$ cat src/rtl/sweeper_pkg.sv
// Shared types and constants for the vector sweeper.
//   state_t      : sweep FSM states
//   mode_t       : sweep ordering selector
//   DEFAULT_POLY : default MISR feedback polynomial (CCITT-16)
package sweeper_pkg;

  typedef enum logic [1:0] {
    ST_IDLE  = 2'd0,
    ST_APPLY = 2'd1,
    ST_DONE  = 2'd2
  } state_t;

  typedef enum logic [1:0] {
    MODE_UP     = 2'd0,
    MODE_GRAY   = 2'd1,
    MODE_DOWN   = 2'd2,
    MODE_UP_ALT = 2'd3
  } mode_t;

  localparam logic [15:0] DEFAULT_POLY = 16'h1021;

endpackage

$ cat src/rtl/misr.sv
// Multiple-input signature register compacting DUT responses.
//   clk, rst_n : clock, async active-low reset (signature -> all ones)
//   seed       : reload all-ones seed
//   en         : fold data into the signature this edge
//   data       : response word, zero-extended to SIG_W
//   sig        : current signature
module misr
  import sweeper_pkg::*;
#(
  parameter int unsigned      SIG_W = 16,
  parameter logic [SIG_W-1:0] POLY  = SIG_W'(DEFAULT_POLY),
  parameter int unsigned      N_OUT = 2
) (
  input  logic             clk,
  input  logic             rst_n,
  input  logic             seed,
  input  logic             en,
  input  logic [N_OUT-1:0] data,
  output logic [SIG_W-1:0] sig
);

  // Galois-style shift with polynomial feedback, then XOR in the response.
  always_ff @(posedge clk or negedge rst_n) begin
    if (!rst_n) begin
      sig <= '1;
    end else if (seed) begin
      sig <= '1;
    end else if (en) begin
      sig <= (sig << 1) ^ (sig[SIG_W-1] ? POLY : '0) ^ SIG_W'(data);
    end
  end

endmodule

$ cat src/rtl/vector_sweeper.sv
// Exhaustive input-vector sweeper with MISR response compaction.
//   clk, rst_n : clock, async active-low reset
//   start      : level-sampled sweep request (IDLE only)
//   abort      : stop the sweep in progress, no done pulse
//   mode       : 0 binary up, 1 gray, 2 binary down, 3 binary up
//   resp_i     : DUT response, folded at the last cycle of each vector
//   vec_o      : vector applied to the DUT (0 outside a sweep)
//   vec_valid  : vec_o carries a sweep vector
//   vec_idx    : ordinal of the current vector
//   busy       : sweep in progress
//   done       : one-cycle pulse on normal completion
//   signature  : MISR contents
module vector_sweeper
  import sweeper_pkg::*;
#(
  parameter int unsigned      N_IN  = 3,
  parameter int unsigned      N_OUT = 2,
  parameter int unsigned      HOLD  = 10,
  parameter int unsigned      SIG_W = 16,
  parameter logic [SIG_W-1:0] POLY  = SIG_W'(DEFAULT_POLY)
) (
  input  logic             clk,
  input  logic             rst_n,
  input  logic             start,
  input  logic             abort,
  input  logic [1:0]       mode,
  input  logic [N_OUT-1:0] resp_i,
  output logic [N_IN-1:0]  vec_o,
  output logic             vec_valid,
  output logic [N_IN-1:0]  vec_idx,
  output logic             busy,
  output logic             done,
  output logic [SIG_W-1:0] signature
);

  localparam int unsigned     CNT_W     = (HOLD > 1) ? $clog2(HOLD) : 1;
  localparam logic [CNT_W-1:0] HOLD_LAST = CNT_W'(HOLD - 1);
  localparam logic [N_IN-1:0]  IDX_LAST  = '1;

  state_t           state;
  mode_t            mode_q;
  logic [CNT_W-1:0] hold_cnt;
  logic [N_IN-1:0]  idx_next;
  logic             seed;
  logic             fold;
  logic             hold_end;

  // Ordinal-to-vector mapping for each sweep order.
  function automatic logic [N_IN-1:0] map_vec(input mode_t m, input logic [N_IN-1:0] idx);
    case (m)
      MODE_GRAY: return idx ^ (idx >> 1);
      MODE_DOWN: return ~idx;
      default:   return idx;
    endcase
  endfunction

  assign idx_next = vec_idx + N_IN'(1);
  assign hold_end = (hold_cnt == HOLD_LAST);
  assign seed     = (state == ST_IDLE) && start && !abort;
  // Abort takes priority over the end-of-hold fold.
  assign fold     = (state == ST_APPLY) && !abort && hold_end;

  // Sweep FSM with registered outputs.
  always_ff @(posedge clk or negedge rst_n) begin
    if (!rst_n) begin
      state     <= ST_IDLE;
      mode_q    <= MODE_UP;
      hold_cnt  <= '0;
      vec_idx   <= '0;
      vec_o     <= '0;
      vec_valid <= 1'b0;
      busy      <= 1'b0;
      done      <= 1'b0;
    end else begin
      done <= 1'b0;
      case (state)
        ST_IDLE: begin
          if (seed) begin
            state     <= ST_APPLY;
            mode_q    <= mode_t'(mode);
            hold_cnt  <= '0;
            vec_idx   <= '0;
            vec_o     <= map_vec(mode_t'(mode), '0);
            vec_valid <= 1'b1;
            busy      <= 1'b1;
          end
        end
        ST_APPLY: begin
          if (abort) begin
            state     <= ST_IDLE;
            hold_cnt  <= '0;
            vec_o     <= '0;
            vec_valid <= 1'b0;
            busy      <= 1'b0;
          end else if (hold_end) begin
            hold_cnt <= '0;
            if (vec_idx == IDX_LAST) begin
              state     <= ST_DONE;
              vec_o     <= '0;
              vec_valid <= 1'b0;
              busy      <= 1'b0;
              done      <= 1'b1;
            end else begin
              vec_idx <= idx_next;
              vec_o   <= map_vec(mode_q, idx_next);
            end
          end else begin
            hold_cnt <= hold_cnt + CNT_W'(1);
          end
        end
        ST_DONE: state <= ST_IDLE;
        default: state <= ST_IDLE;
      endcase
    end
  end

  misr #(
    .SIG_W (SIG_W),
    .POLY  (POLY),
    .N_OUT (N_OUT)
  ) u_misr (
    .clk   (clk),
    .rst_n (rst_n),
    .seed  (seed),
    .en    (fold),
    .data  (resp_i),
    .sig   (signature)
  );

endmodule

$ cat config.mk
export PLATFORM = sky130hd
export DESIGN_NAME = vector_sweeper
export DESIGN_NICKNAME = d
export VERILOG_FILES = /design/src/rtl/sweeper_pkg.sv /design/src/rtl/misr.sv /design/src/rtl/vector_sweeper.sv
export SDC_FILE = /design/constraint.sdc
export NUM_CORES = 1
export LEC_CHECK = 0
export ABC_AREA = 0
export BUFFER_PORTS_ARGS = -buffer_cell sky130_fd_sc_hd__buf_2
export CORE_AREA = 3 3 61 63
export CTS_BUF_LIST = sky130_fd_sc_hd__clkbuf_4 sky130_fd_sc_hd__clkbuf_8
export DETAILED_ROUTE_END_ITERATION = 16
export DIE_AREA = 0 0 64 66
export PLACE_DENSITY = 0.76
export SYNTH_ARGS = -nofsm -noshare
export SYNTH_HDL_FRONTEND = slang
export SYNTH_HIERARCHICAL = 1
export SYNTH_SLANG_ARGS = --single-unit
$ cat constraint.sdc
create_clock -name clk -period 1.8 [get_ports clk]
set_input_delay 0.18 -clock clk [delete_from_list [all_inputs] [get_ports clk]]
set_output_delay 0.18 -clock clk [all_outputs]
set_load 0.05 [all_outputs]
==> summary.txt, run 1 <==
chip width = 64 microns
final hold violation count = 0
Vias = 1273
synthesized cell area = 0.00163 sq mm
HPWL after detailed placement = 2.47 mm
post-layout min period = 1670 ps
Sequential Area = 823 sq um
reg2reg end = vec_o[1]
DRT Wirelength = 3.39 mm
Synth Register Bits = 32
I/O pins = 33
Worst Reg-to-Reg Cells = 6
share of cells above drive strength 1 = 38.3%
antenna violations before repair = 0
Worst R2R Setup Slack = 130 ps
Crit path depth = 6
CTS sink count = 32
worst slack, placed = 40.1 ps
Sequential Power Share = 49.9%
largest net degree at the start of global routing = 33
Worst setup SP type = flop
post-route cell area = 0.00198 sq mm
clock slew at reported path FFs = 90 ps
Pint = 0.00111 W
Rows = 21
Gate power share = 20.3%
maximum operating frequency = 598 MHz
CP Capture Type = flop
Avg WL per Cell = 14.0 microns
Syn Area/Cell = 10.6 sq um
filler instances = 299
clock skew = 13.2 ps
GPL Wtd Cong = 0.824
WS Path Type = flop to flop
Max stage delay cell, worst path = dfrtp_2
number of global-route vias before repair = 1340
sequential share of the synthesized area = 50.3%
clock root buffer = clkbuf_4
CTS tree = yes
total global routing overflow = 0
CP Cell Sequence = ha_4 > ha_4 > a21oi_1 > or3_1 > a21oi_1 > o22a_1
Switch Pwr = 0.000475 W
Ys Warns = 6
First-pass DRT Iterations = 4
first-pass GRT wire length = 5.74 mm
vias per cell = 5.26
Chip Height = 66 microns
CTS buffer count = 5
Longest Clk Path Bufs = 2
Worst EP required = 2070 ps
Final WS setup = 127 ps
worst-path fanout max = 5
Worst Hold End = mode_q[1]
Power Total = 0.00159 W
worst hold path class = input port to flop
Slew Limit Fails = 0
Synth Instances = 154
final setup vio count = 0
synthesis-to-layout area growth = 21.3%
multi-input logic area = 748 sq um
Clk pwr share = 29.8%
core box area = 0.00328 sq mm
final cell utilization of the core = 60.2%
Hold Startpoint = mode[1]
Final period util = 92.9%
hold depth = 2
GRT Overall Usage = 17.6%
worst IR drop on VDD = 548 uV
RSZ-0062 raised after global routing = false
fin nets = 209
Net Sw Frac = 29.9%
# DRC = 0
area post-placement = 0.00187 sq mm
Post-Syn Nets = 168
die area = 0.00422 sq mm
CP Buf/Inv Count = 0
Slew HR = 53.7%
DR iter-0 viols = 27
Critical Path AT = 1940 ps
Power per Cell Area = 803 mW/mm^2
H-Tree Depth = 2
setup_tns = 0 ps
Worst-Skew Late Latency = 330 ps
initial core utilization = 49.6%
crit-path leading delay family = flip-flops
status = finished, final reports clean
Port Buf Inserts = 32
Max-Cap Viols = 0
Slew @ Worst Pin = 695 ps
Max stage delay on crit path = 460 ps
Critical R2R Launch = vec_idx[0]
Leak Pwr = 0.823 nW
number of diodes = 0
Antenna Violating Nets Remaining = 0
Synth cell types = 34
[synth_stat cells]
master / instances / area share [%]
o22a_1: 3 / 1.6
nand2b_1: 1 / 0.38
nor2b_1: 15 / 5.8
nor3_1: 7 / 2.1
dfstp_2: 16 / 26
o21ai_0: 7 / 2.1
and3b_1: 1 / 0.54
nor3b_2: 1 / 0.77
buf_2: 2 / 0.61
or3b_1: 1 / 0.54
nand2b_4: 1 / 0.84
nand2_1: 14 / 3.2
buf_6: 3 / 2.1
mux2i_1: 1 / 0.61
nor3_4: 1 / 1.0
inv_1: 7 / 1.6
a21o_1: 1 / 0.46
xnor2_1: 4 / 2.1
nand3_1: 1 / 0.31
o21a_1: 1 / 0.46
dfrtp_1: 16 / 25
a21oi_1: 10 / 3.1
ha_1: 6 / 4.6
o211ai_1: 1 / 0.46
a221oi_2: 1 / 0.92
mux2_1: 1 / 0.69
nand3b_1: 1 / 0.46
or3b_2: 1 / 0.54
nor2_1: 6 / 1.4
a211o_1: 12 / 6.4
buf_4: 2 / 0.92
clkbuf_1: 1 / 0.23
or3_1: 3 / 1.2
o21ai_1: 5 / 1.5
[registers in the layout, indices dropped and copies added, names as in the netlist]
register and cells:
vec_o 3, u_misr/sig 16, mode_q 2, hold_cnt 4, vec_idx 3, busy 1, done 1, state 2
[repair_timing]
item / CTS / global route
hold buffers: 1 / 0
hold endpoints to repair: 16 / 0
setup endpoints to repair: 0 / 6
resized for setup: 0 / 2
buffers inserted: 0 / 1
[cells in the final DEF, fill, tap and decap left out, drive strengths merged, types with 2 or more instances in the layout]
cell type,n
a211o,12
a21oi,10
buf,41
clkbuf,8
dfrtp,16
dfstp,16
ha,6
inv,7
nand2,14
nand2b,2
nor2,6
nor2b,15
nor3,8
o21ai,12
o22a,3
or3,3
or3b,2
xnor2,4
[kinds of logic (layout without fill, tap and decap cells)]
logic type | count (synthesis) | count (layout) | synth area share, %
AND/OR/NAND/NOR | 54 | 54 | 19.0
XOR/XNOR | 4 | 4 | 2.15
AO/OA/AOI/OAI | 41 | 41 | 17.1
buffers and inverters | 15 | 57 | 5.45
adder cells (fa/ha/maj) | 6 | 6 | 4.60
flip-flops | 32 | 32 | 50.3
multiplexers | 2 | 2 | 1.30
[layer usage]
layer / wire length, microns / vias to the layer above / global-route usage, % / part of all wire, %
met5: 0 / - / 0 / 0
met4: 75 / 0 / 9.43 / 2.2
met3: 147 / 9 / 3.06 / 4.3
met2: 1720 / 36 / 32.4 / 51
met1: 1450 / 610 / 19.2 / 43
li1: - / 618 / - / -
[layout make-up]
type,count,area share [%]
Clock buffer,8,3.67
Inverter,7,1.33
Multi-Input combinational cell,107,37.8
Sequential cell,32,41.6
Tap cell,46,2.91
Timing Repair Buffer,42,12.7
[power by group through the flow]
stage,logic [W],registers (W),clock network [W]
after global routing,0.000352,0.000802,0.000530
after detailed placement,0.000322,0.000805,0
after floorplan,0.000161,0.000876,0
after global placement,0.000309,0.000802,0
final,0.000323,0.000793,0.000473
after CTS,0.000324,0.000794,0.000495
[through the flow]
step / instances / hold slack, ps
after detailed placement: 232 / 265
after global placement: 232 / 251
after floorplan: 154 / -116
after global routing: 242 / 86.9
after CTS: 241 / 80.4
final: 242 / 90.4
[worst max-delay path by stage]
stage	from	endpoint	slack [ps]
2_1_floorplan	vec_idx[0]	vec_o[2]	2
3_3_place_gp	vec_idx[0]	vec_o[2]	110
3_5_place_dp	vec_idx[0]	vec_o[2]	40
4_1_cts	vec_idx[0]	vec_o[2]	20
5_1_grt	hold_cnt[1]	u_misr/sig[5]	50
6_report	vec_idx[0]	vec_o[1]	130
Power figures use the tool's default switching activity.
==> run 2: changes to the inputs <==
==> constraint.sdc (replaced) <==
create_clock -name clk -period 1.8 [get_ports clk]
set_input_delay 0.27 -clock clk [delete_from_list [all_inputs] [get_ports clk]]
set_output_delay 0.27 -clock clk [all_outputs]
set_load 0.05 [all_outputs]
==> run 2 against run 1 <==
Routed wire length rose by 2.1%. Critical path depth is 1 lower. First-iteration DRC count up 110%. Non-clock buffer count decreased by 1. Design area shrank 0.76%. Combinational power about the same.
==> summary.txt, run 2 (same netlist as run 1, synthesis figures left out) <==
reg2reg end = vec_o[2]
commonest non-fill, non-tap cells in the layout = 32 x buf_2, 16 x dfstp_2, 14 x nand2_1, 14 x nor2b_1, 14 x dfrtp_1
CP Cell Sequence = ha_4 > ha_4 > or3b_2 > a21oi_2 > o22a_1
CTS tree = yes
worst-path fanout max = 5
Rows = 21
clock skew = 5.16 ps
DR iter-0 viols = 57
Antenna Violating Nets Remaining = 0
hold depth = 2
max FFs per register = 16
post-layout min period = 1660 ps
Critical R2R Launch = vec_idx[0]
H-Tree Depth = 2
GRT Overall Usage = 17.2%
CTS buffer count = 5
Worst Hold Slack = 158 ps
Power per Cell Area = 788 mW/mm^2
biggest regs = u_misr/sig x16, hold_cnt x4
first-pass GRT wire length = 5.56 mm
Critical Path AT = 1940 ps
die area = 0.00422 sq mm
synthesis-to-layout area growth = 20.4%
Max stage delay cell, worst path = or3b_2
GPL Wtd Cong = 0.837
Slew @ Worst Pin = 707 ps
maximum operating frequency = 602 MHz
status = finished, final reports clean
worst hold path class = input port to flop
final hold violation count = 0
initial core utilization = 49.6%
clock slew at reported path FFs = 100 ps
I/O pins = 33
First-pass DRT Iterations = 4
chip width = 64 microns
Worst setup SP type = flop
HPWL after detailed placement = 2.42 mm
WS Path Type = flop to flop
worst IR drop on VDD = 690 uV
Avg WL per Cell = 14.3 microns
final setup vio count = 0
Chip Height = 66 microns
core box area = 0.00328 sq mm
Max stage delay on crit path = 480 ps
Largest Register = u_misr/sig
share of cells above drive strength 1 = 38.5%
Worst-Skew Late Latency = 340 ps
Slew Limit Fails = 0
number of diodes = 0
setup_tns = 0 ps
number of global-route vias before repair = 1275
clock root buffer = clkbuf_4
antenna violations before repair = 0
Port Buf Inserts = 32
DRT Wirelength = 3.46 mm
Worst Hold End = mode_q[1]
total global routing overflow = 0
Max-Cap Viols = 0
filler instances = 283
Vias = 1283
CP Capture Type = flop
Longest Clk Path Bufs = 2
vias per cell = 5.32
largest net degree at the start of global routing = 33
Worst R2R Setup Slack = 140 ps
fin nets = 208
commonest non-fill, non-tap cell in the layout = buf_2
# DRC = 0
Worst EP required = 2080 ps
Hold Startpoint = mode[1]
cell mode on critical path = ha_4
Slew HR = 52.8%
Worst Reg-to-Reg Cells = 5
Final period util = 92.2%
CTS sink count = 32
Leak Pwr = 0.813 nW
RSZ-0062 raised after global routing = false
==> run 2: changes by cell type in the layout (fill, tap and decap cells not counted), sizes merged <==
cell    delta
clkinv     +2
buf        -1
clkbuf     -2
==> run 2: where the power goes <==
part	internal, W	switching [W]
registers	0.000761	0.0000330
clock network	0.000186	0.000243
logic	0.000107	0.000217
==> run 2: metrics by stage <==
stage	util, %	area [sq um]	setup WS [ps]	std cells	power [W]
2_1_floorplan	-	1650	1.87	154	0.00104
3_3_place_gp	56.8	1870	109	231	0.00111
3_5_place_dp	56.8	1870	79.8	231	0.00112
4_1_cts	59.0	1940	14.6	240	0.00156
5_1_grt	59.8	1960	78.3	241	0.00163
6_report	59.8	1960	140	241	0.00155
==> run 2: layer usage <==
metal	vias up	routed length, microns	GRT usage, %
met3	7	224	6.46
met4	0	46	7.01
met1	619	1440	18.5
li1	619	-	-
met5	-	0	0
met2	38	1740	30.2
==> run 2: cell type report <==
type / instances / area, sq um / share of cell area (%)
Timing Repair Buffer: 41 / 243 / 12.4
Tap cell: 46 / 57.6 / 2.93
Inverter: 7 / 26.3 / 1.34
Clock inverter: 2 / 10.0 / 0.510
Sequential cell: 32 / 823 / 41.9
Clock buffer: 6 / 51.3 / 2.61
Multi-Input combinational cell: 107 / 752 / 38.3
==> run 2: how the worst max path moves through the flow <==
| stage | end | slack (ps) | from | cells past startpoint |
|---|---|---|---|---|
| global route | u_misr/sig[7] | 80 | hold_cnt[1] | 7 |
| global placement | vec_o[2] | 110 | vec_idx[0] | 5 |
| detailed placement | vec_o[2] | 80 | vec_idx[0] | 5 |
| CTS | vec_o[2] | 10 | vec_idx[0] | 5 |
| floorplan | vec_o[2] | 2 | vec_idx[0] | 5 |
| finish | vec_o[2] | 140 | vec_idx[0] | 5 |
==> run 2: critical path, delay by kind of cell (launching register included) <==
family                   cells  cell delay (ps)
AND/OR/NAND/NOR              1              480
AO/OA/AOI/OAI                2              260
adder cells (fa/ha/maj)      2              410
flip-flops                   1              460
==> run 2: timing repair <==
item | in CTS | in global routing
buffers inserted | 0 | 1
setup endpoints to repair | 0 | 3
hold buffers | 1 | 0
hold endpoints to repair | 16 | 0
gates resized for setup | 0 | 3
